<file path="src/rtl/fetch_stage.sv">
// rtl/fetch_stage.sv - instruction fetch stage and IF/ID pipeline register
//
// Holds the PC, issues one outstanding request at a time to instruction
// memory and presents fetched words to the decoder through IF/ID. A one-entry
// skid buffer catches a word that returns while decode is stalled. Redirects
// flush IF/ID and, if a request is still in flight, wait out its response.
//
// Ports:
//   clk, rst_n       clock, asynchronous active-low reset
//   stall            decode cannot accept; IF/ID holds
//   redirect         taken branch/jump; flush and refetch at redirect_pc
//   redirect_pc      redirect target
//   imem_req         instruction memory request
//   imem_addr        request address, stable until imem_ready
//   imem_ready       response valid this cycle
//   imem_rdata       instruction word, valid with imem_ready
//   ifid_valid       IF/ID holds a real instruction
//   ifid_instr       instruction to decode (NOP_INSTR when invalid)
//   ifid_pc          address of ifid_instr
//   ifid_pc_plus2    ifid_pc + 2
//   halted           fetch stopped on a HALT opcode
module fetch_stage #(
   parameter logic [15:0] RESET_PC  = 16'h0000,
   parameter logic [15:0] NOP_INSTR = 16'h0800
) (
   input  logic        clk,
   input  logic        rst_n,
   input  logic        stall,
   input  logic        redirect,
   input  logic [15:0] redirect_pc,
   output logic        imem_req,
   output logic [15:0] imem_addr,
   input  logic        imem_ready,
   input  logic [15:0] imem_rdata,
   output logic        ifid_valid,
   output logic [15:0] ifid_instr,
   output logic [15:0] ifid_pc,
   output logic [15:0] ifid_pc_plus2,
   output logic        halted
);

   typedef enum logic [1:0] {
      S_REQ  = 2'd0,
      S_HOLD = 2'd1,
      S_DROP = 2'd2,
      S_HALT = 2'd3
   } state_t;

   state_t      r_state;
   logic [15:0] r_pc;
   logic [15:0] r_drop_addr;
   logic [15:0] r_skid_instr;
   logic [15:0] r_skid_pc;
   logic        r_ifid_valid;
   logic [15:0] r_ifid_instr;
   logic [15:0] r_ifid_pc;
   logic [15:0] r_ifid_pc_plus2;

   state_t      w_state_nxt;
   logic [15:0] w_pc_nxt;
   logic [15:0] w_drop_addr_nxt;
   logic [15:0] w_skid_instr_nxt;
   logic [15:0] w_skid_pc_nxt;
   logic        w_ifid_valid_nxt;
   logic [15:0] w_ifid_instr_nxt;
   logic [15:0] w_ifid_pc_nxt;
   logic [15:0] w_ifid_pc_plus2_nxt;

   logic        w_accept;
   logic        w_load;
   logic [15:0] w_load_instr;
   logic [15:0] w_load_pc;
   logic [15:0] w_pc_plus2;

   assign w_accept   = !r_ifid_valid || !stall;
   assign w_pc_plus2 = r_pc + 16'd2;

   always_comb begin
      w_state_nxt         = r_state;
      w_pc_nxt            = r_pc;
      w_drop_addr_nxt     = r_drop_addr;
      w_skid_instr_nxt    = r_skid_instr;
      w_skid_pc_nxt       = r_skid_pc;
      w_ifid_valid_nxt    = r_ifid_valid;
      w_ifid_instr_nxt    = r_ifid_instr;
      w_ifid_pc_nxt       = r_ifid_pc;
      w_ifid_pc_plus2_nxt = r_ifid_pc_plus2;
      w_load              = 1'b0;
      w_load_instr        = NOP_INSTR;
      w_load_pc           = 16'h0000;

      case (r_state)
         S_REQ: begin
            if (imem_ready) begin
               w_pc_nxt = w_pc_plus2;
               if (w_accept) begin
                  w_load       = 1'b1;
                  w_load_instr = imem_rdata;
                  w_load_pc    = r_pc;
                  w_state_nxt  = (imem_rdata[15:11] == 5'b00000) ? S_HALT : S_REQ;
               end else begin
                  // Decode is stalled on a valid entry: park the word.
                  w_skid_instr_nxt = imem_rdata;
                  w_skid_pc_nxt    = r_pc;
                  w_state_nxt      = S_HOLD;
               end
            end
         end
         S_HOLD: begin
            if (!stall) begin
               w_load       = 1'b1;
               w_load_instr = r_skid_instr;
               w_load_pc    = r_skid_pc;
               w_state_nxt  = (r_skid_instr[15:11] == 5'b00000) ? S_HALT : S_REQ;
            end
         end
         S_DROP: begin
            // Response to the abandoned request is consumed and thrown away.
            if (imem_ready) begin
               w_state_nxt = S_REQ;
            end
         end
         S_HALT: begin
            w_state_nxt = S_HALT;
         end
         default: begin
            w_state_nxt = S_REQ;
         end
      endcase

      if (w_load) begin
         w_ifid_valid_nxt    = 1'b1;
         w_ifid_instr_nxt    = w_load_instr;
         w_ifid_pc_nxt       = w_load_pc;
         w_ifid_pc_plus2_nxt = w_load_pc + 16'd2;
      end else if (r_ifid_valid && !stall) begin
         w_ifid_valid_nxt = 1'b0;
         w_ifid_instr_nxt = NOP_INSTR;
      end

      // Redirect wins over everything computed above.
      if (redirect) begin
         w_pc_nxt         = redirect_pc;
         w_ifid_valid_nxt = 1'b0;
         w_ifid_instr_nxt = NOP_INSTR;
         w_skid_instr_nxt = NOP_INSTR;
         w_skid_pc_nxt    = 16'h0000;
         case (r_state)
            S_REQ: begin
               if (imem_ready) begin
                  w_state_nxt = S_REQ;
               end else begin
                  // Memory still owes a response for r_pc; keep asking for it.
                  w_drop_addr_nxt = r_pc;
                  w_state_nxt     = S_DROP;
               end
            end
            S_DROP:  w_state_nxt = S_DROP;
            default: w_state_nxt = S_REQ;
         endcase
      end
   end

   always_ff @(posedge clk or negedge rst_n) begin
      if (!rst_n) begin
         r_state         <= S_REQ;
         r_pc            <= RESET_PC;
         r_drop_addr     <= 16'h0000;
         r_skid_instr    <= NOP_INSTR;
         r_skid_pc       <= 16'h0000;
         r_ifid_valid    <= 1'b0;
         r_ifid_instr    <= NOP_INSTR;
         r_ifid_pc       <= 16'h0000;
         r_ifid_pc_plus2 <= 16'h0000;
      end else begin
         r_state         <= w_state_nxt;
         r_pc            <= w_pc_nxt;
         r_drop_addr     <= w_drop_addr_nxt;
         r_skid_instr    <= w_skid_instr_nxt;
         r_skid_pc       <= w_skid_pc_nxt;
         r_ifid_valid    <= w_ifid_valid_nxt;
         r_ifid_instr    <= w_ifid_instr_nxt;
         r_ifid_pc       <= w_ifid_pc_nxt;
         r_ifid_pc_plus2 <= w_ifid_pc_plus2_nxt;
      end
   end

   assign imem_req      = (r_state == S_REQ) || (r_state == S_DROP);
   assign imem_addr     = (r_state == S_REQ)  ? r_pc :
                          (r_state == S_DROP) ? r_drop_addr : 16'h0000;
   assign ifid_valid    = r_ifid_valid;
   assign ifid_instr    = r_ifid_instr;
   assign ifid_pc       = r_ifid_pc;
   assign ifid_pc_plus2 = r_ifid_pc_plus2;
   assign halted        = (r_state == S_HALT);

endmodule

</file>
<file path="config.mk">
export PLATFORM = sky130hd
export DESIGN_NAME = fetch_stage
export DESIGN_NICKNAME = d
export VERILOG_FILES = /design/src/rtl/fetch_stage.sv
export SDC_FILE = /design/constraint.sdc
export NUM_CORES = 1
export LEC_CHECK = 0
export CAP_MARGIN = 40
export CORE_MARGIN = 2
export CORE_UTILIZATION = 30
export CTS_BUF_LIST = sky130_fd_sc_hd__clkbuf_16
export CTS_CLUSTER_DIAMETER = 60
export DETAILED_ROUTE_END_ITERATION = 8
export SLEW_MARGIN = 40
export SYNTH_ARGS = -nofsm -noshare
export SYNTH_HDL_FRONTEND = slang
export SYNTH_SLANG_ARGS = --single-unit
</file>
<file path="constraint.sdc">
create_clock -name clk -period 2.8 [get_ports clk]
set_input_delay 0.56 -clock clk [delete_from_list [all_inputs] [get_ports clk]]
set_output_delay 0.56 -clock clk [all_outputs]
set_load 0.02 [all_outputs]
</file>
==> run summary <==
Outcome = finished clean
Total track usage = 16.30%
R2r endpoint = ifid_pc_plus2[11]
Clock network fraction of design power = 38.8%
NetSw = 1.570 mW
Worst Path Arrival = 2.06 ns
Area Overhead vs Synth = 37.79%
Worst r2r src = r_state[1]
Final setup viols = 0
Initial antenna violation count = 0
IO Port Bufs = 103
Worst Hold Class = in -> async
Final hold violation count = 0
Via density per instance = 4.966
Sw Share = 28.84%
DRT Pass-1 Iters = 5
P per Cell Area = 716.1 nW/um^2
Final design utilization = 42.19%
Detailed Place HPWL = 10.94 mm
Die height = 139.6 um
DRC viols = 0
Via Count = 4,673
Die width = 139.6 um
Crit path capture type = output port
FF-to-FF setup slack = 0.48 ns
Ports = 104
Initial core utilization = 30.62%
N_diodes = 0
Insertion delay to the later sink of the worst-skew pair = 0.41 ns
Final Skew = 0.006247 ns
Setup crit start kind = flip-flop
CP Max Fanout = 20
Register area share after synthesis = 51.73%
Share of post-route cells with drive strength above 1 = 15.73%
Number of max-cap violations = 0
Register share of total power = 37.8%
Synth top area cells = dfrtp_1, nand2_1, a21oi_1
Final nets = 738
Die area = 19,500 sq um
DRT Wirelength = 15.40 mm
Routability Congestion = 0.8210
EDFF count, synth = 0
Final ANT Viol Nets = 0
Syn nets = 614
Yosys warns = 0
Top cell type's share of synthesized area = 50.78%
First-pass GRT wire length = 25.29 mm
Total grt overflow = 0
DRT iter0 DRCs = 289
Actual slew at the worst max-slew pin = 0.7554 ns
Leakage Power = 3.303 nW
Largest net degree at the start of global routing = 54
Vias in the first global route = 4,699
Root buf cell = clkbuf_16
RSZ-0062 raised after global routing = no
Max frequency = 381.1 MHz
Avg Inst Size Synth = 9.598 sq um
Gate Count Post-Synth = 575
DP Area = 7027 sq um
Worst setup path category = reg -> out
H-tree depth = 4
CTS max path bufs = 2
FP Rows = 49
Peak VDD IR = 426.3 uV
Avg WL per Cell = 16.37 um
CTS tree = done
Clock sink count = 114
Distinct cells, synth = 58
Core outline area = 18,020 sq um
Synth Register Bits = 114
Cell Int Power = 3.875 mW
Period utilization = 93.72%
TritonCTS Buffers = 17
Cell Area, Synth = 5519 sq um
Main synth FF type = dfrtp_1
Gate power share = 23.4%
Largest area contributor in the netlist = dfrtp_1
Reg clk slew, reported paths = 0.05 ns
Max Slew Vio Count = 0
Worst hold margin = 0.1247 ns
Worst path required time = 2.24 ns
Rel. slew slack = 49.58%
Share of flip-flops with an asynchronous set or reset = 100.0%
Reg2reg path depth = 9
Hold buffers post-CTS = 0
Min Tclk post-route = 2.624 ns
Final Cell Area = 7605 sq um
layout make-up:
| cell class | instances | area (sq um) |
|---|---|---|
| fillers | 1776 | 10420 |
| flip-flops and latches | 114 | 2856 |
| multi-input cells | 408 | 2454 |
| repair buffers | 150 | 1405 |
| clock buffers | 17 | 425.4 |
| well taps | 229 | 286.5 |
| clock inverters | 15 | 147.6 |
| inverters | 8 | 30.03 |
critical path, cell delays in order (launching register included):
cell	delay [ns]
dfrtp_2	0.47
buf_6	0.28
mux2i_1	0.12
nor2_1	0.15
clkdlybuf4s50_1	0.62
sequential cells by signal (all words and copies together) (netlist names):
name	count
r_skid_pc	16
r_skid_instr	16
ifid_pc	16
r_pc	16
ifid_valid	1
ifid_pc_plus2	15
r_state	2
ifid_instr	16
r_drop_addr	16
Yosys cell counts, types with 3 or more instances:
master / number
a21o_1: 5
a31oi_1: 3
nor3_1: 7
mux2i_1: 21
mux2_2: 17
xnor2_1: 11
nand2_1: 136
a21oi_1: 45
and2_1: 6
o21ai_0: 32
and3_1: 4
clkbuf_1: 34
o21ai_1: 3
a22o_1: 5
xor2_1: 6
nor2_1: 32
a32oi_1: 3
buf_2: 6
nand4_1: 5
inv_1: 8
a221oi_1: 3
dfrtp_1: 112
a22oi_1: 19
nand3_1: 8
or3b_1: 3
power by group through the flow:
stage                     logic, mW  registers, mW  clock network (mW)
after global routing           1.37           2.09                2.24
after global placement         1.26           2.08                   0
final                          1.27           2.06                2.11
after CTS                      1.29           2.06                2.15
after detailed placement       1.28           2.09                   0
after floorplan               0.533           2.17                   0
placed cells by master (no fill, tap or decap), types with 3 or more instances in the layout:
cell type / Yosys / routed
a22oi_1: 19 / 19
a21o_1: 5 / 5
o21ai_1: 3 / 3
mux2_2: 17 / 17
nor2_2: 1 / 3
and2_1: 6 / 6
o21ai_0: 32 / 32
nand4_1: 5 / 5
a31oi_1: 3 / 3
inv_1: 8 / 8
a22o_1: 5 / 5
nand3_1: 8 / 8
buf_4: 2 / 45
dfrtp_1: 112 / 111
clkdlybuf4s50_1: 0 / 101
a32oi_1: 3 / 3
or3b_1: 3 / 3
mux2i_1: 21 / 21
xnor2_1: 11 / 11
a21oi_1: 45 / 45
and3_1: 4 / 4
nand2_1: 136 / 136
clkbuf_16: 0 / 17
nor2_1: 32 / 30
bufinv_16: 0 / 3
clkinv_2: 0 / 7
xor2_1: 6 / 6
clkinv_1: 0 / 4
nor3_1: 7 / 7
a221oi_1: 3 / 3
worst max-delay path by stage:
stage / start / end / slack, ns
after global placement: imem_ready / ifid_pc_plus2[11] / -0.06
after CTS: r_state[1] / imem_addr[14] / 0.05
after floorplan: stall / ifid_pc_plus2[11] / 0.34
final: r_state[1] / imem_addr[14] / 0.18
after detailed placement: imem_ready / ifid_pc_plus2[11] / -0.12
after global routing: r_state[1] / imem_addr[14] / 0.08
cell families after synthesis:
logic type | synth area share (%)
XOR/XNOR | 2.698
buffers and inverters | 4.149
adder cells (fa/ha/maj) | 0.4533
flip-flops | 51.73
AND/OR/NAND/NOR | 17.55
AO/OA/AOI/OAI | 15.87
multiplexers | 7.549
routing by layer:
layer	global-route usage, %	share of wire (%)	vias up
met1	23.28	48	2289
met2	24.23	45	125
met3	4.680	5.6	11
li1	-	-	2248
met4	4.579	1.2	0
met5	0	0	-
stage by stage:
stage | total power [mW] | TNS (ns) | instances | worst slack [ns]
finish | 5.445 | 0 | 941 | 0.1760
global route | 5.701 | 0 | 941 | 0.08255
detailed placement | 3.366 | -0.4724 | 909 | -0.1158
global placement | 3.339 | -0.2184 | 909 | -0.05662
CTS | 5.497 | 0 | 941 | 0.05231
floorplan | 2.699 | 0 | 575 | 0.3387
what timing repair did:
action / 4_1_cts / 5_1_grt
gates resized for setup: 1 / 1
setup endpoints to repair: 7 / 7
buffers inserted: 0 / 0
Note: power is estimated with default switching activity, not from simulation.
